### config.mk
export PLATFORM = sky130hd
export DESIGN_NAME = jk_bank_ctrl
export DESIGN_NICKNAME = d
export VERILOG_FILES = /design/src/rtl/jk_bank_ctrl_pkg.sv /design/src/rtl/jk_bank_ctrl_arb.sv /design/src/rtl/jk_bank_ctrl.sv
export SDC_FILE = /design/constraint.sdc
export NUM_CORES = 1
export LEC_CHECK = 0
export BUFFER_PORTS_ARGS = -buffer_cell sky130_fd_sc_hd__buf_4
export CAP_MARGIN = 20
export CORE_MARGIN = 2
export CORE_UTILIZATION = 37
export CTS_CLUSTER_DIAMETER = 30
export DETAILED_ROUTE_END_ITERATION = 12
export PLACE_DENSITY = 0.66
export SLEW_MARGIN = 20
export SYNTH_ARGS = -nofsm -noshare
export SYNTH_HDL_FRONTEND = slang
export SYNTH_SLANG_ARGS = --single-unit
export TNS_END_PERCENT = 100
### constraint.sdc
create_clock -name clk -period 1.5 [get_ports clk]
set_clock_uncertainty 0.2 [all_clocks]
set_input_delay 0.375 -clock clk [delete_from_list [all_inputs] [get_ports clk]]
set_output_delay 0.375 -clock clk [all_outputs]
set_load 0.03 [all_outputs]
### src/rtl/jk_bank_ctrl_pkg.sv
// jk_bank_ctrl_pkg: op/state types and per-bit JK helpers
// shared by the bank controller and its arbiter.
package jk_bank_ctrl_pkg;

  typedef enum logic [1:0] {
    HOLD   = 2'd0,
    SET    = 2'd1,
    RESET  = 2'd2,
    TOGGLE = 2'd3
  } jk_op_e;

  typedef enum logic [1:0] {
    IDLE  = 2'd0,
    DRIVE = 2'd1,
    CHECK = 2'd2
  } ctrl_state_e;

  // Per-bit {j,k} for an op; m is that bit's mask.
  function automatic logic [1:0] jk_encode(jk_op_e op, logic m);
    logic [1:0] r;
    r = 2'b00;
    unique case (op)
      HOLD:   r = 2'b00;
      SET:    r = {m, 1'b0};
      RESET:  r = {1'b0, m};
      TOGGLE: r = {m, m};
    endcase
    return r;
  endfunction

  // Per-bit JK flip-flop next state.
  function automatic logic jk_next(logic q_prev, logic j, logic k);
    logic r;
    r = q_prev;
    unique case ({j, k})
      2'b10:   r = 1'b1;
      2'b01:   r = 1'b0;
      2'b11:   r = ~q_prev;
      default: r = q_prev;
    endcase
    return r;
  endfunction

endpackage

### src/rtl/jk_bank_ctrl_arb.sv
// jk_rr_arb: two-way round-robin arbiter; the pointer
// moves to the requester that was not granted.
module jk_rr_arb
  import jk_bank_ctrl_pkg::*;
(
  input  logic       clk,
  input  logic       rst,
  input  logic [1:0] valid,
  input  logic       en,
  output logic [1:0] gnt
);

  logic ptr;

  always_comb begin
    gnt = 2'b00;
    if (en) begin
      unique case (1'b1)
        (valid == 2'b11): gnt = ptr ? 2'b10 : 2'b01;
        (valid == 2'b01): gnt = 2'b01;
        (valid == 2'b10): gnt = 2'b10;
        default:          gnt = 2'b00;
      endcase
    end
  end

  always_ff @(posedge clk or posedge rst) begin
    if (rst) begin
      ptr <= 1'b0;
    end else if (|gnt) begin
      ptr <= gnt[0];
    end
  end

endmodule

### src/rtl/jk_bank_ctrl.sv
// jk_bank_ctrl: sequences a JK flip-flop bank for two requesters.
// Readback check/err_cnt present only with JK_BANK_CTRL_CHECK_EN.
module jk_bank_ctrl
  import jk_bank_ctrl_pkg::*;
#(
  parameter int WIDTH     = 4,
  parameter int ERR_CNT_W = 8
) (
  input  logic                 clk,
  input  logic                 rst,
  input  logic                 req0_valid,
  output logic                 req0_ready,
  input  logic [1:0]           req0_op,
  input  logic [WIDTH-1:0]     req0_mask,
  input  logic                 req1_valid,
  output logic                 req1_ready,
  input  logic [1:0]           req1_op,
  input  logic [WIDTH-1:0]     req1_mask,
  output logic [WIDTH-1:0]     j,
  output logic [WIDTH-1:0]     k,
  input  logic [WIDTH-1:0]     q,
  output logic                 done,
  output logic                 done_id,
  output logic                 err,
  output logic [ERR_CNT_W-1:0] err_cnt
);

  ctrl_state_e      state;
  ctrl_state_e      state_d;
  logic [1:0]       gnt;
  logic             arb_en;
  jk_op_e           op_sel;
  logic [WIDTH-1:0] mask_sel;
  logic [WIDTH-1:0] enc_j;
  logic [WIDTH-1:0] enc_k;
  jk_op_e           op_q;
  logic [WIDTH-1:0] mask_q;
  logic             id_q;
  logic [WIDTH-1:0] j_d;
  logic [WIDTH-1:0] k_d;
  logic             load;
  logic             done_d;
  logic             err_d;
  logic             mismatch;

  // Grants only in IDLE and never while reset is held.
  assign arb_en = (state == IDLE) && !rst;

  jk_rr_arb u_arb (
    .clk   (clk),
    .rst   (rst),
    .valid ({req1_valid, req0_valid}),
    .en    (arb_en),
    .gnt   (gnt)
  );

  assign req0_ready = gnt[0];
  assign req1_ready = gnt[1];

  assign op_sel   = gnt[1] ? jk_op_e'(req1_op) : jk_op_e'(req0_op);
  assign mask_sel = gnt[1] ? req1_mask : req0_mask;

  always_comb begin
    enc_j = '0;
    enc_k = '0;
    for (int i = 0; i < WIDTH; i++) begin
      {enc_j[i], enc_k[i]} = jk_encode(op_sel, mask_sel[i]);
    end
  end

  always_ff @(posedge clk or posedge rst) begin
    if (rst) begin
      state <= IDLE;
    end else begin
      state <= state_d;
    end
  end

  always_comb begin
    state_d = state;
    load    = 1'b0;
    j_d     = '0;
    k_d     = '0;
    done_d  = 1'b0;
    err_d   = 1'b0;
    unique case (state)
      IDLE: begin
        if (|gnt) begin
          load    = 1'b1;
          j_d     = enc_j;
          k_d     = enc_k;
          state_d = DRIVE;
        end
      end
      DRIVE: state_d = CHECK;
      CHECK: begin
        done_d  = 1'b1;
        err_d   = mismatch;
        state_d = IDLE;
      end
      default: state_d = IDLE;
    endcase
  end

  always_ff @(posedge clk or posedge rst) begin
    if (rst) begin
      j       <= '0;
      k       <= '0;
      done    <= 1'b0;
      done_id <= 1'b0;
      err     <= 1'b0;
      op_q    <= HOLD;
      mask_q  <= '0;
      id_q    <= 1'b0;
    end else begin
      j    <= j_d;
      k    <= k_d;
      done <= done_d;
      err  <= err_d;
      if (done_d) begin
        done_id <= id_q;
      end
      if (load) begin
        op_q   <= op_sel;
        mask_q <= mask_sel;
        id_q   <= gnt[1];
      end
    end
  end

`ifdef JK_BANK_CTRL_CHECK_EN
  logic [WIDTH-1:0]     shadow;
  logic [WIDTH-1:0]     shadow_nxt;
  logic [WIDTH-1:0]     chk_j;
  logic [WIDTH-1:0]     chk_k;
  logic [ERR_CNT_W-1:0] err_cnt_q;

  // Re-derive the driven j/k from the latched command.
  always_comb begin
    chk_j      = '0;
    chk_k      = '0;
    shadow_nxt = '0;
    for (int i = 0; i < WIDTH; i++) begin
      {chk_j[i], chk_k[i]} = jk_encode(op_q, mask_q[i]);
      shadow_nxt[i] = jk_next(shadow[i], chk_j[i], chk_k[i]);
    end
  end

  assign mismatch = (state == CHECK) && (q != shadow_nxt);

  always_ff @(posedge clk or posedge rst) begin
    if (rst) begin
      shadow    <= '0;
      err_cnt_q <= '0;
    end else if (state == CHECK) begin
      shadow <= shadow_nxt;
      if (mismatch && !(&err_cnt_q)) begin
        err_cnt_q <= err_cnt_q + ERR_CNT_W'(1);
      end
    end
  end

  assign err_cnt = err_cnt_q;
`else
  logic unused_chk;

  assign mismatch   = 1'b0;
  assign err_cnt    = '0;
  assign unused_chk = ^{q, op_q, mask_q};
`endif

endmodule

* Yosys cells after proc, flatten, opt, wreduce, memory -nomap -nowiden *
Index checks and enable logic that the tools add are counted.

operators by class
  equality and inequality tests = 9
  muxes and demuxes = 18
  reduce and logical (&&, ||, !) cells = 5

operators by type and width
  operator            number
  $pmux 2 s4          4
  $mux 4              5
  $eq 2x2->1 const B  5
  $mux 2              4
  $eq 2x1->1 const B  3
  $pmux 2 s3          1
  $logic_not 2->1     2
  $pmux 2 s2          1
  $mux 1              3
  $ne 2x1->1 const B  1
  $reduce_or 2->1     1
  $logic_and 1x1->1   1
  $logic_not 1->1     1

storage, ports and cells
  input bits = 20
  output and inout bits = 21
  logic and storage cells = 39
  bits in registers = 14

* Logic depth before layout (Yosys ltp) *
  word-level depth = 8
  depth in mapped cells = 4
  mapped depth without buffers = 3

* Modules after synthesis *
From an unflattened synthesis, not the netlist that was laid out.

unflattened totals
  cell total of the unflattened synthesis = 62
  area, all modules = 674.4 µm²

by module, submodules not included
  module        sequential area each (µm²)  times used  area an instance (µm²)  cells each
  jk_bank_ctrl  325.3                       1           609.3                   53
  jk_rr_arb     25.0                        1           65.1                    9

* Least setup slack after synthesis *
No wires, ideal clock.

  path type = reg2out
  start point = register state[0]
  end point = output req0_ready
  path buffers = 0
  arrival = 1,195 ps
  path slack = -270 ps
  data required time = 925 ps
  cell stages (with the launch flop) = 4
  cells stage by stage = dfrtp_1 -> nor3_4 -> nand2_1 -> a21oi_1

between the ends
  cells in the longest elaborated chain, start to end = 3

RTL lines
  item                      RTL line                text
  start: declaration        jk_bank_ctrl.sv:28      ctrl_state_e state;
  start signal: assignment  jk_bank_ctrl.sv:75      state <= state_d;
  $logic_not 2->1           jk_bank_ctrl.sv:47      assign arb_en = (state == IDLE) && !rst;
  $logic_and 1x1->1         jk_bank_ctrl.sv:47
  $mux 2                    jk_bank_ctrl_arb.sv:17  if (en) begin
  end: declaration          jk_bank_ctrl.sv:12      output logic req0_ready,

No other way between the ends.

* Worst setup path after layout *
  start point = register state[0]
  end point = output req1_ready

between the ends
  cells in the longest elaborated chain, start to end = 3

RTL lines
  item               RTL line                text
  $logic_not 2->1    jk_bank_ctrl.sv:47
  $logic_and 1x1->1  jk_bank_ctrl.sv:47
  $mux 2             jk_bank_ctrl_arb.sv:17
  end: declaration   jk_bank_ctrl.sv:16      output logic req1_ready,

No other way between the ends.

==> flow_metrics.tcl <==
set metrics [dict create \
    status "finished, violations left" \
    violations "negative setup slack" \
    wl_per_cell_um 11.18 \
    finalNetCount 124 \
    syn_inst 65 \
    cp_slowest_cell "dfrtp_1" \
    synth-seq-cells 14 \
    power_density_mw_per_mm2 1046 \
    layout_common_cells "buf_4 (34), dfrtp_1 (14), a21oi_1 (9), conb_1 (9)" \
    critical_path.cell_chain "nor3_4 > nor3b_4 > buf_6" \
    die_area_sq_mm 0.002317 \
    setup_slack_ps -363.6 \
    clock_sinks 14 \
    crit_type "reg2out" \
    required_ps 920 \
    h-tree-depth 1 \
    clock_latency_ps 270 \
    drt-pass1-iter-count 4 \
    worst_slew_margin_rel 0.6582 \
    fp-row-count 15 \
    place_area_sq_um 964.7 \
    finalSetupViolations 2 \
    setup-tns-final_ps -664.6 \
    grt_pass1_wl_um 2304 \
    antennaDiodeCount 0 \
    drive_above_1_share 0.4563 \
    port_buffers 27 \
    io_pins 41 \
    power.total_mw 1.089 \
    ys_seq_area_frac 0.4861 \
    cts_tree "done" \
    maxCapViolations 0 \
    grt_overflow 0 \
    fin_area_sq_mm 0.001041 \
    drt-total-wl_um 1431 \
    syn2layout_area_growth_pct 44.44 \
    placed_cells 121 \
    place.gp.congestion 0.7579 \
    rsz0062_at_grt "yes" \
    hold_viol 0 \
    cts_buffers 3 \
    die_x_um 48.14 \
    ant_nets 0 \
    crit_fanout 3 \
    antenna_found_initial 0 \
    ys.warnings.count 0 \
    track_usage 0.1455 \
    dp.final_hpwl_um 1148 \
    vdd_drop_max_v 0.0006065 \
    critPathLaunchType "register" \
    fmax_mhz 536.6 \
    start_util 0.4042 \
    cts-root-buf "clkbuf_4" \
    post-route-util 0.5839 \
    clkTransAtPathRegs_ps 80 \
    syn_area_sq_um 720.7 \
    worst_pin_slew_ps 512.1 \
    slew_violations 0 \
    hold_class "in2reg" \
    via_per_inst 4.836 \
    crit_path_end_kind "output pin" \
    coreArea_sq_mm 0.001783 \
    final_common_cell "buf_4" \
    finalCritPeriodShare 1.242 \
    layout.cells.non_filler 128 \
    syn_area_per_cell_sq_um 11.09 \
    slowest_delay_ps 420 \
    clk_path_buf_depth 2 \
    vias 619 \
    grt_pass1_vias 522 \
    drc_errors 0 \
    finalCriticalPeriod_ps 1864 \
    grt_max_degree 17 \
    die_y_um 48.14 \
    drt_iter0_drc 8 \
    synth.distinct_cells 19 \
    cp.arrival_ps 1290 \
    leakagePower_nw 0.5045 \
]
-- registers in the layout (all words and copies together), names as in the netlist --
signal,count
j,4
k,4
u_arb.ptr,1
done,1
done_id,1
state,2
id_q,1
-- through the flow --
stage	hold WS, ps	worst slack (ps)
after floorplan	64.22	-109.8
after CTS	171.3	-359.7
final	178.5	-363.6
after detailed placement	262.0	-177.2
after global routing	175.7	-464.1
after global placement	261.2	-182.9
-- routing by layer --
metal,track usage,vias up,wire length (um)
met5,0,-,0
met3,0.02593,2,110
li1,-,296,-
met2,0.2160,34,650
met1,0.1927,287,646
met4,0.09730,0,23
-- report_power, final --
group | switching, mW | internal, mW | leakage (nW)
Sequential | 0.0377 | 0.426 | 0.185
Combinational | 0.203 | 0.165 | 0.298
Clock | 0.111 | 0.147 | 0.0210
Total | 0.351 | 0.738 | 0.505
-- worst paths after layout --
check                             start    endpoint  slack, ps  cells after the start
max                            state[0]  req1_ready       -360                      3
min                        req1_mask[1]        j[1]        180                      3
max reg2reg                    state[0]        id_q         50                      5
min reg2reg                        id_q        id_q        280                      1
max in group asynchronous           rst        k[3]        250                      3
min in group asynchronous           rst        j[0]        510                      3
-- cell type report --
type / count / area [sq um]
fill: 166 / 742.0
clock buffer: 4 / 36.28
timing repair buffer: 37 / 287.8
multi-input combinational: 45 / 324.1
inverter: 3 / 11.26
tap: 25 / 31.28
sequential: 14 / 350.3
-- cells in the mapped netlist (all sizes together) --
cell,number,area share
a31oi,1,0.0087
dfrtp,14,0.49
nor2b,3,0.036
nand4b,8,0.097
a21oi,10,0.069
a21o,1,0.010
nor3b,1,0.017
conb,1,0.0052
o211ai,8,0.083
clkbuf,1,0.0052
nor3,1,0.023
clkinv,1,0.0052
o21ai,1,0.012
buf,10,0.11
mux2,1,0.016
nand2,1,0.0052
inv,2,0.010
-- worst max-delay path: cells and delay by family, from the launching register on --
family / cells / cell delay [ps]
buffers and inverters: 1 / 160
AND/OR/NAND/NOR: 2 / 440
flip-flops: 1 / 420
-- what timing repair did --
action	in CTS	in global routing
hold buffers	1	0
setup endpoints to repair	2	3
hold endpoints to repair	14	0
pin swaps	1	0
setup buffers	1	1
gates resized for setup	2	2
-- kinds of logic after synthesis --
family,count (synthesis),synth area share
flops,14,0.4861
buf+inv,14,0.1302
simple gates,14,0.1788
compound gates,21,0.1840
mux,1,0.01562
other cells,1,0.005203
Power figures use the tool's default switching activity.
